===== src/rtl/cpu_pkg.sv =====
// rtl/cpu_pkg.sv - shared LEGv8 pipeline types: control bundle, ALUOp codes, XZR index
package cpu_pkg;

    localparam int XZR = 31;

    localparam logic [2:0] ALUOP_PASS = 3'b000;
    localparam logic [2:0] ALUOP_ADD  = 3'b010;
    localparam logic [2:0] ALUOP_SUB  = 3'b011;

    // Decoded control bundle, MSB first. The trailing rsvd bit pads the
    // bundle to 16 bits; decode drives it to 0.
    typedef struct packed {
        logic       set_flag;
        logic       reg2loc;
        logic       uncondbranch;
        logic       brtaken;
        logic       memread;
        logic       memtoreg;
        logic       memwrite;
        logic       regwrite;
        logic       brtoreg;
        logic       brlink;
        logic [1:0] alusrc;
        logic [2:0] aluop;
        logic       rsvd;
    } ctrl_t;

endpackage


===== src/rtl/flag_reg.sv =====
// rtl/flag_reg.sv - NZVC flag register with optional same-cycle bypass
//
// Ports:
//   clk, reset    : clock, asynchronous active-low reset
//   upd           : commit alu_nzvc into the register on this edge
//   byp           : EX holds a live flag setter (used only with FLAG_FWD_EN)
//   alu_nzvc[3:0] : ALU flags of the instruction in EX {N,Z,V,C}
//   nzvc[3:0]     : flags presented to the control unit
// Macro FLAG_FWD_EN: when defined, nzvc bypasses alu_nzvc while byp is high.
module flag_reg
    import cpu_pkg::*;
(
    input  logic       clk,
    input  logic       reset,
    input  logic       upd,
    input  logic       byp,
    input  logic [3:0] alu_nzvc,
    output logic [3:0] nzvc
);

    logic [3:0] flags_q;

    always_ff @(posedge clk or negedge reset) begin
        if (!reset) begin
            flags_q <= 4'b0000;
        end else if (upd) begin
            flags_q <= alu_nzvc;
        end
    end

`ifdef FLAG_FWD_EN
    assign nzvc = byp ? alu_nzvc : flags_q;
`else
    logic unused_byp;
    assign unused_byp = byp;
    assign nzvc       = flags_q;
`endif

endmodule


===== src/rtl/id_ex_stage.sv =====
// rtl/id_ex_stage.sv - LEGv8 ID/EX pipeline register with load-use/flag hazard stall and flush
//
// Ports:
//   clk, reset                : clock, asynchronous active-low reset
//   id_valid, id_ctrl         : decode slot and its control bundle
//   id_rn/rm/rd, *_used       : register indices and which sources are read
//   id_cond_br                : decode holds B.cond
//   id_rdata1/2, id_imm, id_pc: operands, extended immediate, PC
//   flush                     : taken-branch redirect, squashes ID and EX
//   ex_alu_neg/zero/over/carry: ALU flags of the instruction in EX
//   ex_*                      : registered EX slot
//   stall                     : hold PC and IF/ID
//   negflag..carryflag        : flags to the control unit
// Macro FLAG_FWD_EN: bypass EX flags to the control unit instead of stalling B.cond.
module id_ex_stage
    import cpu_pkg::*;
#(
    parameter int DATA_W   = 64,
    parameter int REG_W    = 5,
    parameter int ZERO_REG = XZR
) (
    input  logic              clk,
    input  logic              reset,
    input  logic              id_valid,
    input  ctrl_t             id_ctrl,
    input  logic [REG_W-1:0]  id_rn,
    input  logic [REG_W-1:0]  id_rm,
    input  logic [REG_W-1:0]  id_rd,
    input  logic              id_rn_used,
    input  logic              id_rm_used,
    input  logic              id_cond_br,
    input  logic [DATA_W-1:0] id_rdata1,
    input  logic [DATA_W-1:0] id_rdata2,
    input  logic [DATA_W-1:0] id_imm,
    input  logic [DATA_W-1:0] id_pc,
    input  logic              flush,
    input  logic              ex_alu_neg,
    input  logic              ex_alu_zero,
    input  logic              ex_alu_over,
    input  logic              ex_alu_carry,
    output logic              ex_valid,
    output ctrl_t             ex_ctrl,
    output logic [REG_W-1:0]  ex_rn,
    output logic [REG_W-1:0]  ex_rm,
    output logic [REG_W-1:0]  ex_rd,
    output logic [DATA_W-1:0] ex_rdata1,
    output logic [DATA_W-1:0] ex_rdata2,
    output logic [DATA_W-1:0] ex_imm,
    output logic [DATA_W-1:0] ex_pc,
    output logic              stall,
    output logic              negflag,
    output logic              zeroflag,
    output logic              overflag,
    output logic              carryflag
);

    localparam logic [REG_W-1:0] ZR = REG_W'(ZERO_REG);

    logic       hz_ld;
    logic       hz_flag;
    logic       ex_setter;
    logic [3:0] nzvc;

    assign ex_setter = ex_valid & ex_ctrl.set_flag;

    assign hz_ld = id_valid & ex_valid & ex_ctrl.memread & (ex_rd != ZR) &
                   ((id_rn_used & (id_rn == ex_rd)) | (id_rm_used & (id_rm == ex_rd)));

`ifdef FLAG_FWD_EN
    logic unused_cond_br;
    assign unused_cond_br = id_cond_br;
    assign hz_flag        = 1'b0;
`else
    // Flags from the EX setter are not architecturally visible until the
    // next edge, so a B.cond right behind it waits one cycle.
    assign hz_flag = id_valid & id_cond_br & ex_setter;
`endif

    assign stall = (hz_ld | hz_flag) & ~flush;

    always_ff @(posedge clk or negedge reset) begin
        if (!reset) begin
            ex_valid  <= 1'b0;
            ex_ctrl   <= '0;
            ex_rn     <= '0;
            ex_rm     <= '0;
            ex_rd     <= '0;
            ex_rdata1 <= '0;
            ex_rdata2 <= '0;
            ex_imm    <= '0;
            ex_pc     <= '0;
        end else if (flush || stall) begin
            // Bubble: only valid/ctrl are cleared, data fields hold.
            ex_valid <= 1'b0;
            ex_ctrl  <= '0;
        end else begin
            ex_valid  <= id_valid;
            ex_ctrl   <= id_valid ? id_ctrl : '0;
            ex_rn     <= id_rn;
            ex_rm     <= id_rm;
            ex_rd     <= id_rd;
            ex_rdata1 <= id_rdata1;
            ex_rdata2 <= id_rdata2;
            ex_imm    <= id_imm;
            ex_pc     <= id_pc;
        end
    end

    flag_reg u_flag_reg (
        .clk      (clk),
        .reset    (reset),
        .upd      (ex_setter & ~flush),
        .byp      (ex_setter),
        .alu_nzvc ({ex_alu_neg, ex_alu_zero, ex_alu_over, ex_alu_carry}),
        .nzvc     (nzvc)
    );

    assign {negflag, zeroflag, overflag, carryflag} = nzvc;

endmodule


===== config.mk =====
export PLATFORM = sky130hd
export DESIGN_NAME = id_ex_stage
export DESIGN_NICKNAME = d
export VERILOG_FILES = /design/src/rtl/cpu_pkg.sv /design/src/rtl/flag_reg.sv /design/src/rtl/id_ex_stage.sv
export SDC_FILE = /design/constraint.sdc
export NUM_CORES = 1
export LEC_CHECK = 0
export CAP_MARGIN = 0
export CORE_AREA = 2 2 232 234
export DETAILED_ROUTE_END_ITERATION = 8
export DIE_AREA = 0 0 234 236
export PLACE_DENSITY = 0.56
export REMOVE_ABC_BUFFERS = 1
export SYNTH_ARGS = -nofsm -noshare
export SYNTH_HDL_FRONTEND = slang
export SYNTH_SLANG_ARGS = --single-unit

===== constraint.sdc =====
create_clock -name clk -period 1.9 [get_ports clk]
set_input_delay 0.285 -clock clk [delete_from_list [all_inputs] [get_ports clk]]
set_output_delay 0.285 -clock clk [all_outputs]
set_load 0.05 [all_outputs]

**After elaboration in Yosys (flattened, before gate mapping)**

Index checks and enable logic that the tools add are counted.

- Register bits: 292
- Latch bits: 0
- Memory bits (writable): 0
- Memory bits (read-only): 0
- Bits of input ports: 298
- Output and inout bits: 293
- Logic and storage cells: 43
- Memories kept: 0

- Add/subtract/negate cells: 0
- $mul: 0
- Div/mod/pow operators: 0
- $lt $le $gt $ge: 0
- Equal/unequal tests: 3
- Shift-type cells: 0
- Muxes and demuxes: 3
- Bitwise operators: 14
- Reduce and logical (&&, ||, !) cells: 1

Operator list:

| operator | number |
|---|---|
| 16-bit two-way mux | 2 |
| 1-bit AND | 11 |
| 5-bit == test | 2 |
| 5-bit inequality test (second input constant) | 1 |
| 1-bit bitwise OR | 2 |
| 1-bit logical OR | 1 |
| 1-bit two-way mux | 1 |
| 1-bit inverter | 1 |

**Logic depth before layout (Yosys ltp)**

Gate-level depths: netlist of the first run.

- Depth in word-level cells: 8
- Mapped depth: 8
- Mapped depth without buffers: 5

**Modules after synthesis**

A second synthesis of the first run with hierarchy kept.

- Cell total of the unflattened synthesis: 640
- Area, all modules: 11690.0 um^2

By module, submodules not included:

| module | times used | cells an instance | area each (um^2) |
|---|---|---|---|
| id_ex_stage | 1 | 632 | 11544.8 |
| flag_reg | 1 | 8 | 145.1 |

**Worst setup path after synthesis of the first run**

Ideal clock, no wire load.

- Path type: reg-to-reg
- From: reg ex_rd[4]
- To: reg ex_imm[0]
- Setup time: 0.125 ns
- Arrival time: 2.165 ns
- Setup slack: -0.390 ns
- Cell stages (with the launch flop): 9
- Buffers on the path: 3
- Period minus slack after synthesis: 2.290 ns
- Cell sequence: dfrtp_1 -> xnor2_1 -> nand4_1 -> o22ai_1 -> a211o_1 -> buf_2 -> buf_6 -> buf_6 -> mux2_4

- Word-level cells in the longest chain between the ends: 7

Ends and longest elaborated chain:

| what | RTL line | text |
|---|---|---|
| start: declaration | id_ex_stage.sv:45 | `output logic [REG_W-1:0] ex_rd,` |
| start signal: assignment | id_ex_stage.sv:101 | `ex_rd <= id_rd;` |
| 5-bit == test | id_ex_stage.sv:67 | `((id_rn_used & (id_rn == ex_rd)) \| (id_rm_used & (id_rm == ex_rd)));` |
| 1-bit AND | id_ex_stage.sv:67 |  |
| 1-bit bitwise OR | id_ex_stage.sv:67 |  |
| 1-bit AND * | id_ex_stage.sv:66 | `assign hz_ld = id_valid & ex_valid & ex_ctrl.memread & (ex_rd != ZR) &` |
| 1-bit bitwise OR * | id_ex_stage.sv:79 | `assign stall = (hz_ld \| hz_flag) & ~flush;` |
| 1-bit AND * | id_ex_stage.sv:79 |  |
| 1-bit logical OR * | id_ex_stage.sv:92 | `end else if (flush \|\| stall) begin` |
| end signal: assignment | id_ex_stage.sv:104 | `ex_imm <= id_imm;` |
| end: declaration | id_ex_stage.sv:48 | `output logic [DATA_W-1:0] ex_imm,` |

Every way passes the cells marked *; elsewhere a longest branch is shown, timed or not.
A chain may end at the register's enable or synchronous reset.

**Final worst setup path of the first run**

- From: reg ex_rd[2]
- To: reg ex_rdata2[7]

- Word-level cells in the longest chain between the ends: 7

Ends and longest elaborated chain:

| what | RTL line | text |
|---|---|---|
| 5-bit == test | id_ex_stage.sv:67 |  |
| 1-bit AND | id_ex_stage.sv:67 |  |
| 1-bit bitwise OR | id_ex_stage.sv:67 |  |
| 1-bit AND * | id_ex_stage.sv:66 |  |
| 1-bit bitwise OR * | id_ex_stage.sv:79 |  |
| 1-bit AND * | id_ex_stage.sv:79 |  |
| 1-bit logical OR * | id_ex_stage.sv:92 |  |
| end signal: assignment | id_ex_stage.sv:103 | `ex_rdata2 <= id_rdata2;` |
| end: declaration | id_ex_stage.sv:47 | `output logic [DATA_W-1:0] ex_rdata2,` |

Marked as above.

==> results.cfg, run 1 <==
[die]
dieHeight_um = 236
rows = 85
fp.dieW_um = 234
ios = 591
start_util_pct = 22.0
die-area_um2 = 55200
core_area_um2 = 53100

[route]
wl_per_cell_um = 19.3
via_per_inst = 3.94
postRouteAntennaNets = 0
vias = 8106
drc = 0
drt_iter0_drc = 219
routed_wl_um = 39800
drtPass1Iterations = 4

[grt]
grt_use_total_pct = 13.7
antenna_found_initial = 1
grt_remaining_overflow = 0
grt_max_degree = 63
grt_pass1_wl_um = 57200
grt_pass1_vias = 9111

[timing]
rsz0062_at_grt = true
fin_crit_ps = 2270
slew_viol_final = 0
timing.final.hold_violations = 0
slew_headroom_pct = 63.0
finalWorstSetupSlack_ps = -371
worst_pin_slew_ps = 558
max_freq_mhz = 440
clock_skew_ps = 10.4
hold_ws_ps = 299
setup_viol = 288
fin_crit_sh_pct = 120

[status]
status = complete, but fails checks
violations = negative setup slack

[synth]
synth_top_family_by_area = multiplexers
syn_area_per_cell_um2 = 18.3
synth-seq-cells = 292
synthMuxAreaShare_pct = 32.6
synth_adder_area_share_pct = 0
ys_seq_area_share_pct = 62.5
synthesis.area_um2 = 11700
synth_xor_area_share_pct = 0.749
yosysWarnings = 0
synthCells = 639
synth-compound-area-share_pct = 0.343
yosys.area_share.simple_pct = 1.32
ys_types = 19

[setup_path]
path_class = reg2reg
cp-end-kind = flop
crit_path_max_fanout = 7
cp.required_ps = 2310
cp.arrival_ps = 2680
start_kind = flop

[power]
max-vdd-ir-drop_mv = 0.920
p_clk_share_pct = 35.7
p_sw_mw = 6.39
p_leak_nw = 9.67
internal_power_mw = 13.6
p_comb_share_pct = 28.2
p_total_mw = 20.0
p_per_area_nw_per_um2 = 966
seqPwrFrac_pct = 36.1
swShare_pct = 32.0

[finish]
finalNonFillerCells = 2056
final_util_pct = 39.0
area_growth_pct = 77.0
antenna_cells = 0
nets = 1632
layout-drive-gt1-share_pct = 36.9

[place]
placedCellCount = 1951
place.gp.congestion = 0.793
post-dp-hpwl_um = 28000
io_buffers = 590

[clock_network]
cts_max_path_buffers = 3
clk_pin_slew_ps = 60
cts_buffers = 36
htree_levels = 2
cts_tree = yes
cts.sinks = 292
clkLatencyLatePin_ps = 530
cts_root_buf = clkbuf_16

[min_path]
min_path_type = in2async

[run]
cap_violations = 0
[final cells by class]
class / count / area (um^2)
fillers: 5051 / 32400
clock inverters: 13 / 175
clock buffers: 51 / 1060
inverters: 1 / 3.75
multi-input cells: 315 / 4210
repair buffers: 688 / 7060
flip-flops and latches: 292 / 7310
well taps: 696 / 871
[registers in the layout, summed over array words and instances, names as in the netlist]
signal and flops:
ex_rm 5, ex_imm 64, ex_rn 5, ex_ctrl 16, u_flag_reg.nzvc 4, ex_valid 1, ex_pc 64, ex_rdata2 64
ex_rd 5, ex_rdata1 64
[synthesized netlist by cell type]
library cell    n  area, um^2
a2111oi_2       1        15.0
a211o_1         1        8.76
a21oi_1         2        10.0
and2_1         16         100
and4_1          2        17.5
buf_2           9        45.0
buf_6          21         236
clkbuf_1        1        3.75
dfrtp_1       292        7310
inv_1           1        3.75
mux2_2         85         957
mux2_4        190        2850
nand2_1         2        7.51
nand3_1         1        5.00
nand3b_1        1        7.51
nand4_1         2        12.5
nor2_1          1        3.75
o22ai_1         1        6.26
xnor2_1        10        87.6
[final timing paths]
| check | end | from | depth (start not counted) | slack (ps) |
|---|---|---|---|---|
| worst max-delay path | ex_rdata2[7]$_DFFE_PN0N_ | ex_rd[2]$_DFFE_PN0N_ | 9 | -370 |
| worst min-delay path | ex_imm[49]$_DFFE_PN0N_ | reset | 2 | 300 |
| worst max register to register | ex_rdata2[7]$_DFFE_PN0N_ | ex_rd[2]$_DFFE_PN0N_ | 9 | -370 |
| worst min register to register | ex_pc[53]$_DFFE_PN0N_ | ex_pc[53]$_DFFE_PN0N_ | 1 | 500 |
| max in group asynchronous | ex_rdata1[31]$_DFFE_PN0N_ | reset | 3 | 890 |
| min in group clk | ex_ctrl[10]$_DFF_PN0_ | id_ctrl[10] | 2 | 330 |
[power groups by stage]
stage                     clock, mW  sequential [mW]  combinational [mW]
after floorplan                   0             9.52                1.37
after global placement            0             7.32                5.71
after detailed placement          0             7.33                5.72
after CTS                      7.38             7.22                5.58
after global routing           7.64             7.30                5.87
final                          7.13             7.22                5.64
[cell usage in the layout, fill, tap and decap left out, types with 2 or more instances in the layout]
master and count:
dfrtp_1 289, buf_16 19, nand2_1 2, nand4_1 2, dlygate4sd2_1 236, and4_1 2, clkbuf_8 8, buf_12 13
bufinv_16 4, buf_8 12, mux2_2 73, xnor2_1 5, clkdlybuf4s50_1 296, and2_1 16, clkbuf_1 6, buf_4 92
clkinv_2 6, xnor2_2 5, dfrtp_2 3, clkbuf_16 48, clkinv_4 2, mux2_4 202, buf_6 8
[logic make-up (layout without fill, tap and decap cells)]
group / count (synthesis) / after routing
xor gates and xnor gates: 10 / 10
muxes: 275 / 275
and+or+nand+nor: 25 / 25
AOI/OAI and AO/OA: 5 / 5
buffers and inverters: 32 / 753
DFF: 292 / 292
[per-layer routing]
layer  part of all wire [%]  vias up  global-route usage [%]  routed length [um]
li1                       -     3646                       -                   -
met1                     39     4065                    15.7               15700
met2                     50      337                    23.8               19800
met3                    8.2       58                    4.65                3280
met4                    2.5        0                    4.18                 996
met5                      0        -                       0                   0
[critical path, cell delays in order, from the launching register on]
cell and delay [ps]:
dfrtp_2 460, xnor2_2 150, nand4_1 110, o22ai_2 100, buf_4 140, a211o_4 360
buf_12 170, buf_16 160, clkbuf_16 170, mux2_4 290
[per-stage QoR]
step	instance area, um^2	setup TNS (ps)	worst slack (ps)
floorplan	11400	-2211410	-8240
global placement	18700	-160410	-634
detailed placement	18700	-162410	-643
CTS	20300	-83470	-411
global route	20700	-116160	-455
finish	20700	-88300	-371
[repair_timing]
| action | CTS | global route |
|---|---|---|
| endpoints found under the setup margin | 519 | 288 |
| resized for setup | 294 | 29 |
| pin swaps | 9 | 6 |
| cloned | 11 | 14 |
| endpoints found under the hold margin | 34 | 0 |
| hold buffers | 1 | 0 |
| buffers inserted | 15 | 3 |
No activity file was read; power rests on OpenSTA's default activity.
==> run 2, diff against run 1 <==
--- a/config.mk
+++ b/config.mk
@@ -11,6 +11,7 @@
 export DIE_AREA = 0 0 234 236
 export PLACE_DENSITY = 0.56
 export REMOVE_ABC_BUFFERS = 1
+export SKIP_CTS_REPAIR_TIMING = 1
 export SYNTH_ARGS = -nofsm -noshare
 export SYNTH_HDL_FRONTEND = slang
 export SYNTH_SLANG_ARGS = --single-unit
==> run 2 against run 1 <==
Compared with the run above:
- the flow still finishes with violations (negative setup slack)
- non-clock buffer count decreased by 1
- critical path depth unchanged
- clock power about the same
- clock skew increased by 1.2 ps
- final cell count about the same
- core utilization increased by 1.7 points
- worst hold slack improved by 18 ps
- sequential power about the same
- critical path type unchanged
- critical endpoint is now ex_rdata2[15]$_DFFE_PN0N_
- largest power group unchanged
==> results.cfg, run 2 (synthesis gave the netlist of run 1 again) <==
[timing]
setup_viol = 276
slew_headroom_pct = 62.1
fin_crit_ps = 2290
tns_ps = -92570
clock_skew_ps = 11.7
fin_crit_sh_pct = 121
hold_ws_ps = 317
finalWorstSetupSlack_ps = -391
worst_pin_slew_ps = 568
rsz0062_at_grt = true
slew_viol_final = 0
max_freq_mhz = 436
timing.final.hold_violations = 0

[route]
drt_iter0_drc = 220
postRouteAntennaNets = 0
drtPass1Iterations = 4
routed_wl_um = 40600
drc = 0
vias = 8087
wl_per_cell_um = 19.8
via_per_inst = 3.94

[finish]
final_util_pct = 40.6
area_growth_pct = 84.5
nets = 1631
final_cell_mix = clkdlybuf4s50_1 (296), dfrtp_1 (288), dlymetal6s2s_1 (236)
layout-drive-gt1-share_pct = 36.9
fin_area_um2 = 21600
layout_commonest_cell = clkdlybuf4s50_1
antenna_cells = 0

[setup_path]
start_kind = flop
cp-end-kind = flop
path_class = reg2reg
crit_path_max_fanout = 7
cp.required_ps = 2310
crit_start = ex_rd[4]$_DFFE_PN0N_
cp.arrival_ps = 2700
rr_startpoint = ex_rd[4]$_DFFE_PN0N_

[grt]
grt_pass1_wl_um = 54300
grt_max_degree = 63
grt_use_total_pct = 12.9
antenna_found_initial = 0
grt_remaining_overflow = 0
grt_pass1_vias = 8802

[status]
violations = negative setup slack
status = complete, but fails checks

[power]
max-vdd-ir-drop_mv = 0.916
p_per_area_nw_per_um2 = 942
p_leak_nw = 11.7

[die]
ios = 591
core_area_um2 = 53100
rows = 85
fp.dieW_um = 234
dieHeight_um = 236
die-area_um2 = 55200
start_util_pct = 22.0

[place]
io_buffers = 590
dpl_worst_slack_ps = -643
place.gp.congestion = 0.793
place_area_um2 = 18700
post-dp-hpwl_um = 28000

[clock_network]
cts_root_buf = clkbuf_16
cts_buffers = 36
clk_pin_slew_ps = 60
htree_levels = 2
cts_tree = yes
clkLatencyLatePin_ps = 530
cts.sinks = 292
cts_max_path_buffers = 3

[run]
cap_violations = 0

[min_path]
min_path_type = in2async
## run 2: changes by cell type in the layout (fill, tap and decap cells not counted), moves of 2 or more
cell / delta
mux2_4: +17
clkbuf_16: +7
buf_16: -12
buf_8: +2
buf_4: -6
mux2_2: -17
buf_12: +2
dlygate4sd2_1: -236
buf_6: +6
dlymetal6s2s_1: +236
## run 2: report_power, final
| part | total [mW] | internal [mW] | switching (mW) |
|---|---|---|---|
| logic | 5.96 | 2.63 | 3.33 |
| clock network | 7.14 | 4.42 | 2.72 |
| registers | 7.22 | 6.85 | 0.369 |
## run 2: routing by layer
metal	vias up	part of all wire (%)	wire (um)	global-route usage, %
met1	4074	40	16000	14.6
met4	0	2.0	828	3.84
met3	49	8.4	3400	4.67
met2	326	50	20300	22.5
li1	3638	-	-	-
met5	-	0	0	0
## run 2: area by class of cell
cell class | instances | area [um^2]
Clock inverter | 13 | 175
Tap cell | 696 | 871
Inverter | 1 | 3.75
Clock buffer | 51 | 1060
Multi-Input combinational cell | 315 | 4260
Timing Repair Buffer | 687 | 7880
Fill cell | 4868 | 31500
Sequential cell | 292 | 7310
## run 2: critical path, stage by stage, from the launching register on
cell and delay, ps:
dfrtp_2 460, xnor2_2 160, nand4_1 110, o22ai_2 100, buf_4 150, a211o_4 350
buf_12 160, clkbuf_16 190, clkbuf_16 180, mux2_4 290
## run 2: path summary, 6_finish.rpt
kind | end | slack, ps | cells after the start
min in group clk | ex_ctrl[10]$_DFF_PN0_ | 320 | 2
hold reg to reg | ex_pc[53]$_DFFE_PN0N_ | 500 | 1
setup reg to reg | ex_rdata2[15]$_DFFE_PN0N_ | -390 | 9
hold / removal | ex_rdata2[13]$_DFFE_PN0N_ | 320 | 2
max in group asynchronous | ex_rdata1[31]$_DFFE_PN0N_ | 880 | 3
setup / recovery | ex_rdata2[15]$_DFFE_PN0N_ | -390 | 9
## run 2: per-stage QoR
stage               total power [mW]  std cells
floorplan                       10.9        608
global placement                13.0       1951
detailed placement              13.1       1951
CTS                             20.4       2015
global route                    21.1       2055
finish                          20.3       2055
